**src/rtl/uart_pkg.sv**
```systemverilog
// Shared types and constants for the UART echo datapath.
package uart_pkg;

    typedef enum logic [1:0] {
        RxIdle,
        RxStart,
        RxData,
        RxStop
    } rx_state_e;

    typedef enum logic [1:0] {
        TxIdle,
        TxStart,
        TxData,
        TxStop
    } tx_state_e;

    localparam logic        StartBit       = 1'b0;
    localparam logic        StopBit        = 1'b1;
    localparam int unsigned OversampleRate = 8;

    // Wide enough for 0xFFFF * 8 clock cycles per bit.
    localparam int unsigned CntWidth = 19;

    // Clock cycles per bit; a prescale of 0 behaves like 1.
    function automatic logic [CntWidth-1:0] bit_cycles(input logic [15:0] prescale);
        logic [15:0] p;
        p = (prescale == 16'd0) ? 16'd1 : prescale;
        return CntWidth'(p) * CntWidth'(OversampleRate);
    endfunction

endpackage

```
**src/rtl/uart_rx.sv**
```systemverilog
// UART 8N1 receiver: two-flop input synchronizer, mid-bit sampling FSM,
// one-cycle valid pulse per good frame. Framing errors are dropped silently.
module uart_rx
    import uart_pkg::*;
#(
    parameter int unsigned DataWidth = 8,
    parameter logic [15:0] Prescale  = 16'd1
) (
    input  logic                 clk_i,
    input  logic                 reset_i,
    input  logic                 rx_i,
    output logic [DataWidth-1:0] data_o,
    output logic                 valid_o
);

    localparam logic [CntWidth-1:0] BitCycles = bit_cycles(Prescale);
    localparam logic [CntWidth-1:0] HalfBit   = BitCycles >> 1;
    localparam logic [CntWidth-1:0] LastCnt   = BitCycles - CntWidth'(1);
    localparam int unsigned         IdxWidth  = (DataWidth > 1) ? $clog2(DataWidth) : 1;
    localparam logic [IdxWidth-1:0] LastIdx   = IdxWidth'(DataWidth - 1);

    logic [1:0]           sync_q, sync_d;
    logic                 rx_s;
    rx_state_e            state_q, state_d;
    logic [CntWidth-1:0]  cnt_q, cnt_d;
    logic [IdxWidth-1:0]  idx_q, idx_d;
    logic [DataWidth-1:0] shift_q, shift_d;
    logic                 ferr_q, ferr_d;
    logic                 valid_q, valid_d;

    assign rx_s    = sync_q[1];
    assign data_o  = shift_q;
    assign valid_o = valid_q;

    // Next-state logic: synchronizer shift plus the receive FSM.
    always_comb begin
        sync_d  = {sync_q[0], rx_i};
        state_d = state_q;
        cnt_d   = cnt_q + CntWidth'(1);
        idx_d   = idx_q;
        shift_d = shift_q;
        ferr_d  = ferr_q;
        valid_d = 1'b0;

        unique case (state_q)
            RxIdle: begin
                cnt_d = '0;
                if (rx_s == StartBit) begin
                    // Start counting from half a bit so later samples land mid-bit.
                    state_d = RxStart;
                    cnt_d   = HalfBit;
                end
            end
            RxStart: begin
                if (cnt_q == LastCnt) begin
                    cnt_d   = '0;
                    idx_d   = '0;
                    state_d = (rx_s == StartBit) ? RxData : RxIdle;
                end
            end
            RxData: begin
                if (cnt_q == LastCnt) begin
                    cnt_d   = '0;
                    shift_d = {rx_s, shift_q[DataWidth-1:1]};
                    if (idx_q == LastIdx) begin
                        state_d = RxStop;
                    end else begin
                        idx_d = idx_q + IdxWidth'(1);
                    end
                end
            end
            RxStop: begin
                if (ferr_q) begin
                    // Bad stop bit: hold off until the line is back to idle.
                    cnt_d = '0;
                    if (rx_s == StopBit) begin
                        ferr_d  = 1'b0;
                        state_d = RxIdle;
                    end
                end else if (cnt_q == LastCnt) begin
                    cnt_d = '0;
                    if (rx_s == StopBit) begin
                        valid_d = 1'b1;
                        state_d = RxIdle;
                    end else begin
                        ferr_d = 1'b1;
                    end
                end
            end
            default: state_d = RxIdle;
        endcase
    end

    // Receiver state registers with synchronous reset.
    always_ff @(posedge clk_i) begin
        if (reset_i) begin
            sync_q  <= 2'b11;
            state_q <= RxIdle;
            cnt_q   <= '0;
            idx_q   <= '0;
            shift_q <= '0;
            ferr_q  <= 1'b0;
            valid_q <= 1'b0;
        end else begin
            sync_q  <= sync_d;
            state_q <= state_d;
            cnt_q   <= cnt_d;
            idx_q   <= idx_d;
            shift_q <= shift_d;
            ferr_q  <= ferr_d;
            valid_q <= valid_d;
        end
    end

endmodule

```
**src/rtl/uart_tx.sv**
```systemverilog
// UART 8N1 transmitter with a registered serial output. Ready is also raised
// on the last cycle of the stop bit so back-to-back frames need no idle gap.
module uart_tx
    import uart_pkg::*;
#(
    parameter int unsigned DataWidth = 8,
    parameter logic [15:0] Prescale  = 16'd1
) (
    input  logic                 clk_i,
    input  logic                 reset_i,
    input  logic [DataWidth-1:0] data_i,
    input  logic                 valid_i,
    output logic                 ready_o,
    output logic                 tx_o
);

    localparam logic [CntWidth-1:0] LastCnt  = bit_cycles(Prescale) - CntWidth'(1);
    localparam int unsigned         IdxWidth = (DataWidth > 1) ? $clog2(DataWidth) : 1;
    localparam logic [IdxWidth-1:0] LastIdx  = IdxWidth'(DataWidth - 1);

    tx_state_e            state_q, state_d;
    logic [CntWidth-1:0]  cnt_q, cnt_d;
    logic [IdxWidth-1:0]  idx_q, idx_d;
    logic [DataWidth-1:0] shift_q, shift_d;
    logic                 tx_q, tx_d;
    logic                 stop_done;

    assign stop_done = (state_q == TxStop) && (cnt_q == LastCnt);
    assign ready_o   = (state_q == TxIdle) || stop_done;
    assign tx_o      = tx_q;

    // Next-state logic for the transmit FSM; tx_d is the line value for the next cycle.
    always_comb begin
        state_d = state_q;
        cnt_d   = cnt_q + CntWidth'(1);
        idx_d   = idx_q;
        shift_d = shift_q;
        tx_d    = tx_q;

        unique case (state_q)
            TxIdle: begin
                cnt_d = '0;
                tx_d  = StopBit;
                if (valid_i) begin
                    shift_d = data_i;
                    state_d = TxStart;
                    tx_d    = StartBit;
                end
            end
            TxStart: begin
                if (cnt_q == LastCnt) begin
                    cnt_d   = '0;
                    idx_d   = '0;
                    state_d = TxData;
                    tx_d    = shift_q[0];
                end
            end
            TxData: begin
                if (cnt_q == LastCnt) begin
                    cnt_d = '0;
                    if (idx_q == LastIdx) begin
                        state_d = TxStop;
                        tx_d    = StopBit;
                    end else begin
                        idx_d   = idx_q + IdxWidth'(1);
                        shift_d = {1'b0, shift_q[DataWidth-1:1]};
                        tx_d    = shift_q[1];
                    end
                end
            end
            TxStop: begin
                if (cnt_q == LastCnt) begin
                    cnt_d = '0;
                    if (valid_i) begin
                        shift_d = data_i;
                        state_d = TxStart;
                        tx_d    = StartBit;
                    end else begin
                        state_d = TxIdle;
                    end
                end
            end
            default: begin
                state_d = TxIdle;
                tx_d    = StopBit;
            end
        endcase
    end

    // Transmitter state registers; reset forces the line idle immediately.
    always_ff @(posedge clk_i) begin
        if (reset_i) begin
            state_q <= TxIdle;
            cnt_q   <= '0;
            idx_q   <= '0;
            shift_q <= '0;
            tx_q    <= StopBit;
        end else begin
            state_q <= state_d;
            cnt_q   <= cnt_d;
            idx_q   <= idx_d;
            shift_q <= shift_d;
            tx_q    <= tx_d;
        end
    end

endmodule

```
**src/rtl/uart_loopback_echo.sv**
```systemverilog
// UART echo core: receiver -> one-entry holding register -> transmitter.
module uart_loopback_echo
    import uart_pkg::*;
#(
    parameter int unsigned DataWidth = 8,
    parameter logic [15:0] Prescale  = 16'd1
) (
    input  logic clk_i,
    input  logic reset_i,
    input  logic rx_data_i,
    output logic tx_data_o
);

    logic [DataWidth-1:0] rx_data;
    logic                 rx_valid;
    logic                 tx_ready;
    logic                 pop;

    logic                 hold_full_q, hold_full_d;
    logic [DataWidth-1:0] hold_data_q, hold_data_d;

    uart_rx #(
        .DataWidth (DataWidth),
        .Prescale  (Prescale)
    ) u_rx (
        .clk_i     (clk_i),
        .reset_i   (reset_i),
        .rx_i      (rx_data_i),
        .data_o    (rx_data),
        .valid_o   (rx_valid)
    );

    assign pop = hold_full_q && tx_ready;

    // Holding register: a write is accepted when empty or being popped this cycle;
    // otherwise the new byte is dropped and the stored one kept.
    always_comb begin
        hold_full_d = hold_full_q;
        hold_data_d = hold_data_q;
        if (pop) begin
            hold_full_d = 1'b0;
        end
        if (rx_valid && (!hold_full_q || pop)) begin
            hold_full_d = 1'b1;
            hold_data_d = rx_data;
        end
    end

    // Holding register state.
    always_ff @(posedge clk_i) begin
        if (reset_i) begin
            hold_full_q <= 1'b0;
            hold_data_q <= '0;
        end else begin
            hold_full_q <= hold_full_d;
            hold_data_q <= hold_data_d;
        end
    end

    uart_tx #(
        .DataWidth (DataWidth),
        .Prescale  (Prescale)
    ) u_tx (
        .clk_i     (clk_i),
        .reset_i   (reset_i),
        .data_i    (hold_data_q),
        .valid_i   (hold_full_q),
        .ready_o   (tx_ready),
        .tx_o      (tx_data_o)
    );

endmodule

```
**config.mk**
```make
export PLATFORM = sky130hd
export DESIGN_NAME = uart_loopback_echo
export DESIGN_NICKNAME = d
export VERILOG_FILES = /design/src/rtl/uart_pkg.sv /design/src/rtl/uart_rx.sv /design/src/rtl/uart_tx.sv /design/src/rtl/uart_loopback_echo.sv
export SDC_FILE = /design/constraint.sdc
export NUM_CORES = 1
export LEC_CHECK = 0
export BUFFER_PORTS_ARGS = -buffer_cell sky130_fd_sc_hd__buf_4
export CAP_MARGIN = 15
export CORE_MARGIN = 4
export CORE_UTILIZATION = 35
export DETAILED_ROUTE_END_ITERATION = 6
export GPL_TIMING_DRIVEN = 0
export HOLD_SLACK_MARGIN = 0.1
export MAX_ROUTING_LAYER = met4
export PLACE_DENSITY = 0.59
export SYNTH_ARGS = -nofsm -noshare
export SYNTH_HDL_FRONTEND = slang
export SYNTH_SLANG_ARGS = --single-unit
```
**constraint.sdc**
```tcl
create_clock -name clk_i -period 2.4 [get_ports clk_i]
set_input_delay 0.36 -clock clk_i [delete_from_list [all_inputs] [get_ports clk_i]]
set_output_delay 0.36 -clock clk_i [all_outputs]
set_load 0.02 [all_outputs]
```
# Word-level counts from Yosys, hierarchy flattened

Cells that the tools add are included.

Register bits after elaboration: 78
Latch bits: 0
RAM bits: 0
ROM bits: 0
Input port bits: 3
Output and inout port bits: 1
Logic and storage cells: 113
Memories: 0

$add $sub $neg: 4
Multiply operators: 0
Divide/modulo/power cells: 0
$lt $le $gt $ge: 0
Eq/ne operators: 23
Shift operators: 0
Muxes and demuxes: 48
Bitwise operators: 2
Reductions and logical operators: 22

Operators by type and width:

| cell                                                                    | count |
|---|---|
| 19-bit two-way mux                                                      | 3 |
| 19-bit one-hot mux with 3 select lines                                  | 1 |
| 19-bit by 1-bit adder with 19-bit output, second input constant         | 2 |
| 19-bit by 3-bit == test with 1-bit output, second input constant        | 2 |
| 19-bit one-hot mux with 2 select lines                                  | 1 |
| 8-bit two-way mux                                                       | 4 |
| 2-bit two-way mux                                                       | 13 |
| 8-bit one-hot mux with 3 select lines                                   | 1 |
| 3-bit two-way mux                                                       | 7 |
| 2-bit one-hot mux with 4 select lines                                   | 2 |
| 4-bit AND reduction                                                     | 4 |
| 1-bit two-way mux                                                       | 13 |
| 2-bit by 1-bit inequality test with 1-bit output, second input constant | 6 |
| 2-bit inequality test, second input constant                            | 6 |
| 3-bit one-hot mux with 2 select lines                                   | 2 |
| 5-bit AND reduction                                                     | 2 |
| 2-bit == test, second input constant                                    | 4 |
| 3-bit by 1-bit adder with 3-bit output, second input constant           | 2 |
| 3-bit == test, second input constant                                    | 2 |
| 2-bit nonzero test                                                      | 3 |
| 2-bit by 1-bit == test with 1-bit output, second input constant         | 2 |
| 2-bit zero test                                                         | 2 |
| 1-bit one-hot mux with 4 select lines                                   | 1 |
| 4-bit OR reduction                                                      | 1 |
| 9 further kinds                                                         | 13 |

# Longest topological paths before layout

Word-level depth: 7
Mapped depth: 8
Gate-level depth less buffers: 7

# Modules after synthesis

From an unflattened synthesis, not the netlist that was laid out.

Cells, all modules: 421
Area, all modules: 4065.1 µm²

Modules (own cells, without submodules):

| module             | times used | cells each | area an instance (µm²) | sequential area each (µm²) |
|---|---|---|---|---|
| uart_tx            | 1          | 205        | 1859.3                 | 660.6 |
| uart_rx            | 1          | 177        | 1799.2                 | 720.7 |
| uart_loopback_echo | 1          | 39         | 406.6                  | 180.2 |

# Least setup slack after synthesis

No wires, ideal clock.

Path kind: reg-to-reg
Start point: register u_tx.cnt_q[3]
End point: register u_tx.shift_q[0]
Library setup time: 0.132 ns
Arrival time: 2.249 ns
Data required time: 2.268 ns
Slack: 0.019 ns
Cell stages (with the launch flop): 8
Buffers on the path: 2
Period minus slack after synthesis: 2.381 ns
Cells stage by stage: dfxtp_1 > or4_1 > or4_1 > buf_2 > or4_4 > buf_6 > a221oi_1 > nor3_1

Longest elaborated chain between the ends: 3
Elaborated cells between the ends (all ways): 4
Classes of those cells: eq/ne (3); reduce/logical (1)

Ends and longest elaborated chain:

| element                                                                                                    | line                         | source |
|---|---|---|
| start, declared                                                                                            | uart_tx.sv:22                | `logic [CntWidth-1:0] cnt_q, cnt_d;` |
| start signal, assigned                                                                                     | uart_tx.sv:100               | `cnt_q <= cnt_d;` |
| 19-bit by 3-bit == test with 1-bit output *                                                                | uart_tx.sv:59, uart_tx.sv:72 |  |
| 2-bit inequality test (no line) / 2-bit by 1-bit inequality test with 1-bit output (equally long branches) | n/a                          |  |
| 4-bit AND reduction (no line) *                                                                            | n/a                          |  |
| end signal, assigned                                                                                       | uart_tx.sv:102               | `shift_q <= shift_d;` |
| end, declared                                                                                              | uart_tx.sv:24                | `logic [DataWidth-1:0] shift_q, shift_d;` |

Mark *: on every way between the ends. The rest lies on a longest branch, timed or not.
A chain may end at the register's enable or synchronous reset.

# Worst setup path in the final report

Ends and elaborated chain as after synthesis.

==> results.py <==
metrics = {
    "outcome": {
        "status": "complete, but fails checks",
        "violations": "negative setup slack",
    },
    "finish": {
        "ff_latch_area_um2": 1567,
        "nets": 434,
        "utilization_pct": 42.22,
        "drive_gt1_share_pct": 13.06,
        "area_delta_synth_final_pct": 16.64,
        "stdcell_area_um2": 4165,
        "n_antenna_cell": 0,
        "fillers": 962,
        "multi_input_area_um2": 2007,
    },
    "worst_hold_path": {
        "min_from": "rx_data_i",
        "holdCritPathClass": "input port to flop",
    },
    "yosys": {
        "synth.largest_area_cell": "dfxtp_1",
        "ys_seq_elements": 78,
        "synth_area_leaders": "dfxtp_1 44%, nor2_1 7.8%, ha_1 5.3%, mux2i_1 5.0%, xor2_1 4.9%",
        "post_synth_and_or_nand_nor_area_fraction_pct": 25.40,
        "synthAdderAreaFrac_pct": 5.256,
        "synth_top_family_by_area": "simple AND/OR/NAND/NOR gates",
        "synthTopCellsByCount": "78 x dfxtp_1, 74 x nor2_1, 21 x nand2_1",
        "ys_seq_area_share_pct": 43.73,
        "synth_cell_types": 46,
        "synthXorXnorAreaFrac_pct": 8.339,
        "synth_cells": 397,
        "syn-num-nets": 415,
        "syn_area_per_cell_um2": 8.995,
        "muxShareOfSynthArea_pct": 5.361,
        "synth_compound_area_share_pct": 9.110,
        "synth_top_area_share_pct": 43.73,
        "syn_area_um2": 3571,
        "async_reset_ff_share_pct": 0,
        "synth_most_common_cell": "dfxtp_1",
        "ys.flop_type": "dfxtp_1",
        "ys_warn_count": 0,
        "synth-edff-count": 0,
    },
    "power": {
        "combinationalPowerShare_pct": 2.8,
        "p_leak_uw": 0.001504,
        "swShare_pct": 21.95,
        "p_per_area_nw_per_um2": 625.1,
        "p_int_uw": 2032,
        "vdd_drop_max_uv": 314.2,
        "p_seq_share_pct": 50.1,
        "p_total_uw": 2604,
        "switchingPower_uw": 571.7,
        "clock_power_share_pct": 47.1,
    },
    "floorplanning": {
        "core_area_um2": 9864,
        "fp.dieH_um": 109.0,
        "rows": 36,
        "initial_core_util_pct": 36.20,
        "ios": 4,
        "dieArea_um2": 11880,
        "die_x_um": 109.0,
    },
    "critical_path": {
        "r2r_start": "u_tx.cnt_q[3]",
        "crit_chain": "or4_4 -> or4_4 -> or4_4 -> a221oi_2 -> nor3_1",
        "path_delay_family": "simple AND/OR/NAND/NOR gates",
        "slowest_stage": "or4_4",
        "cp_common_cell": "or4_4",
        "critPathBufInv": 0,
        "crit_path_max_fanout": 8,
        "critPathLaunchType": "flop",
        "endpoint_kind": "flop",
        "critical_path_class": "flop to flop",
        "cp.required_ns": 2.62,
        "crit_path_start": "u_tx.cnt_q[3]",
        "max_stage_delay_ns": 0.60,
        "arrival_ns": 2.64,
    },
    "route": {
        "drcViolationCount": 0,
        "drtPass1Iterations": 4,
        "wl_per_cell_um": 12.91,
        "drt_iter0_drc": 129,
        "via_per_inst": 5.031,
        "totalWireLength_mm": 7.152,
        "routed-via-count": 2787,
        "ant_nets": 0,
    },
    "timing": {
        "worst_pin_slew_ns": 0.7431,
        "period_share_pct": 100.7,
        "min_period_ns": 2.417,
        "max_freq_ghz": 0.4137,
        "skew_ns": 0.01519,
        "finalSetupViolCount": 1,
        "hold_viol": 0,
        "slew_headroom_pct": 50.00,
        "slew_violations": 0,
        "whs_ns": 0.2159,
        "worst_slack_ns": -0.01711,
        "rsz0062_at_grt": "yes",
        "tns_ns": -0.01711,
    },
    "grt": {
        "grt_overflow": 0,
        "grt_antenna_before_repair": 0,
        "grt_pass1_wl_mm": 12.39,
        "grt_use_total_pct": 13.40,
        "grt_max_degree": 16,
        "grt_pass1_vias": 2717,
    },
    "clock_network": {
        "clk-insertion-delay-late_ns": 0.35,
        "cts-root-buf": "clkbuf_8",
        "htree_levels": 3,
        "cts_tree": "yes",
        "clock_sinks": 78,
        "clk_pin_slew_ns": 0.08,
        "numCtsBuffers": 9,
        "ctsLongestPathBuffers": 2,
    },
    "place": {
        "place_area_um2": 3752,
        "finalWeightedCongestion": 0.8369,
        "hpwl_mm": 4.841,
        "io_buffers": 2,
    },
    "job": {
        "cap_violations": 0,
    },
}
==> flip-flops by register name (all words and copies together) (netlist names), named ones only <==
name and flops:
u_rx.sync_q 2, u_tx.tx_o 1, u_rx.data_o 8, u_rx.valid_o 1, u_tx.shift_q 8, u_tx.cnt_q 19, u_rx.cnt_q 19, u_rx.idx_q 3
u_rx.state_q 1, hold_full_q 1, u_tx.idx_q 3, u_tx.state_q 2, u_rx.ferr_q 1, hold_data_q 8
==> worst register-to-register path, delay by kind of cell, from the launching register on <==
kind	cells	cell delay [ns]
simple gates	4	1.65
flops	1	0.36
compound gates	1	0.28
==> stage by stage <==
| stage | std cells | setup slack (ns) |
|---|---|---|
| after detailed placement | 532 | -0.2884 |
| final | 554 | -0.01711 |
| after global routing | 554 | -0.04440 |
| after CTS | 551 | -0.009024 |
| after global placement | 532 | -0.2195 |
| after floorplan | 397 | 0.01927 |
==> final cells by class <==
cell class / instances / share of cell area [%]
Multi-Input combinational cell: 295 / 48.18
Clock buffer: 9 / 2.974
Inverter: 12 / 1.081
Buffer: 10 / 0.9913
Sequential cell: 78 / 37.61
Tap cell: 133 / 3.995
Timing Repair Buffer: 10 / 2.103
Clock inverter: 7 / 3.064
==> kinds of logic after synthesis <==
logic type               count (synthesis)
AO/OA/AOI/OAI                           42
buffers and inverters                   24
flip-flops                              78
XOR/XNOR                                34
adder cells (fa/ha/maj)                 15
multiplexers                            19
AND/OR/NAND/NOR                        185
==> layer usage <==
metal / routed length, um / GRT usage, %
met5: 0 / -
met4: 89 / 4.509
met3: 192 / 3.316
met2: 3364 / 21.45
met1: 3505 / 16.51
==> placed cells by master (no fill, tap or decap), types with 2 or more instances in the layout <==
| cell type | count |
|---|---|
| o21ai_0 | 3 |
| nand3_1 | 18 |
| nand4_1 | 8 |
| and3_1 | 5 |
| bufinv_16 | 3 |
| a211oi_1 | 4 |
| clkbuf_8 | 9 |
| a21oi_1 | 9 |
| xor2_1 | 20 |
| inv_6 | 2 |
| mux2i_1 | 18 |
| inv_1 | 12 |
| dfxtp_1 | 76 |
| clkbuf_1 | 7 |
| a41o_1 | 2 |
| and4_1 | 3 |
| nand2_1 | 21 |
| or2_2 | 2 |
| ha_1 | 15 |
| buf_4 | 9 |
| a31o_2 | 3 |
| clkbuf_2 | 2 |
| a22o_1 | 2 |
| nor4_1 | 7 |
| nor3_1 | 19 |
| nor2_1 | 73 |
| nand2b_1 | 4 |
| a221oi_2 | 7 |
| or4_4 | 3 |
| xnor2_1 | 14 |
| or4_1 | 2 |
| nor2b_1 | 11 |
==> what timing repair did <==
action	4_1_cts	5_1_grt
pin swaps	7	4
setup endpoints to repair	48	30
hold buffers	0	0
resized for setup	18	7
setup buffers	4	4
==> final timing paths <==
check	depth (start not counted)	end	slack [ns]
worst max-delay path	5	u_tx.shift_q[0]	-0.02
worst min-delay path	2	u_rx.sync_q[0]	0.22
worst max register to register	5	u_tx.shift_q[0]	-0.02
worst min register to register	1	u_rx.sync_q[1]	0.41
==> power groups by stage <==
stage               Clock [uW]  Sequential, uW  Combinational (uW)
finish                    1230            1310                71.9
detailed placement           0            1340                71.6
global placement             0            1340                69.0
global route              1320            1310                79.4
floorplan                    0            1340                53.1
CTS                       1260            1310                72.1
(Power assumes the default switching activity.)
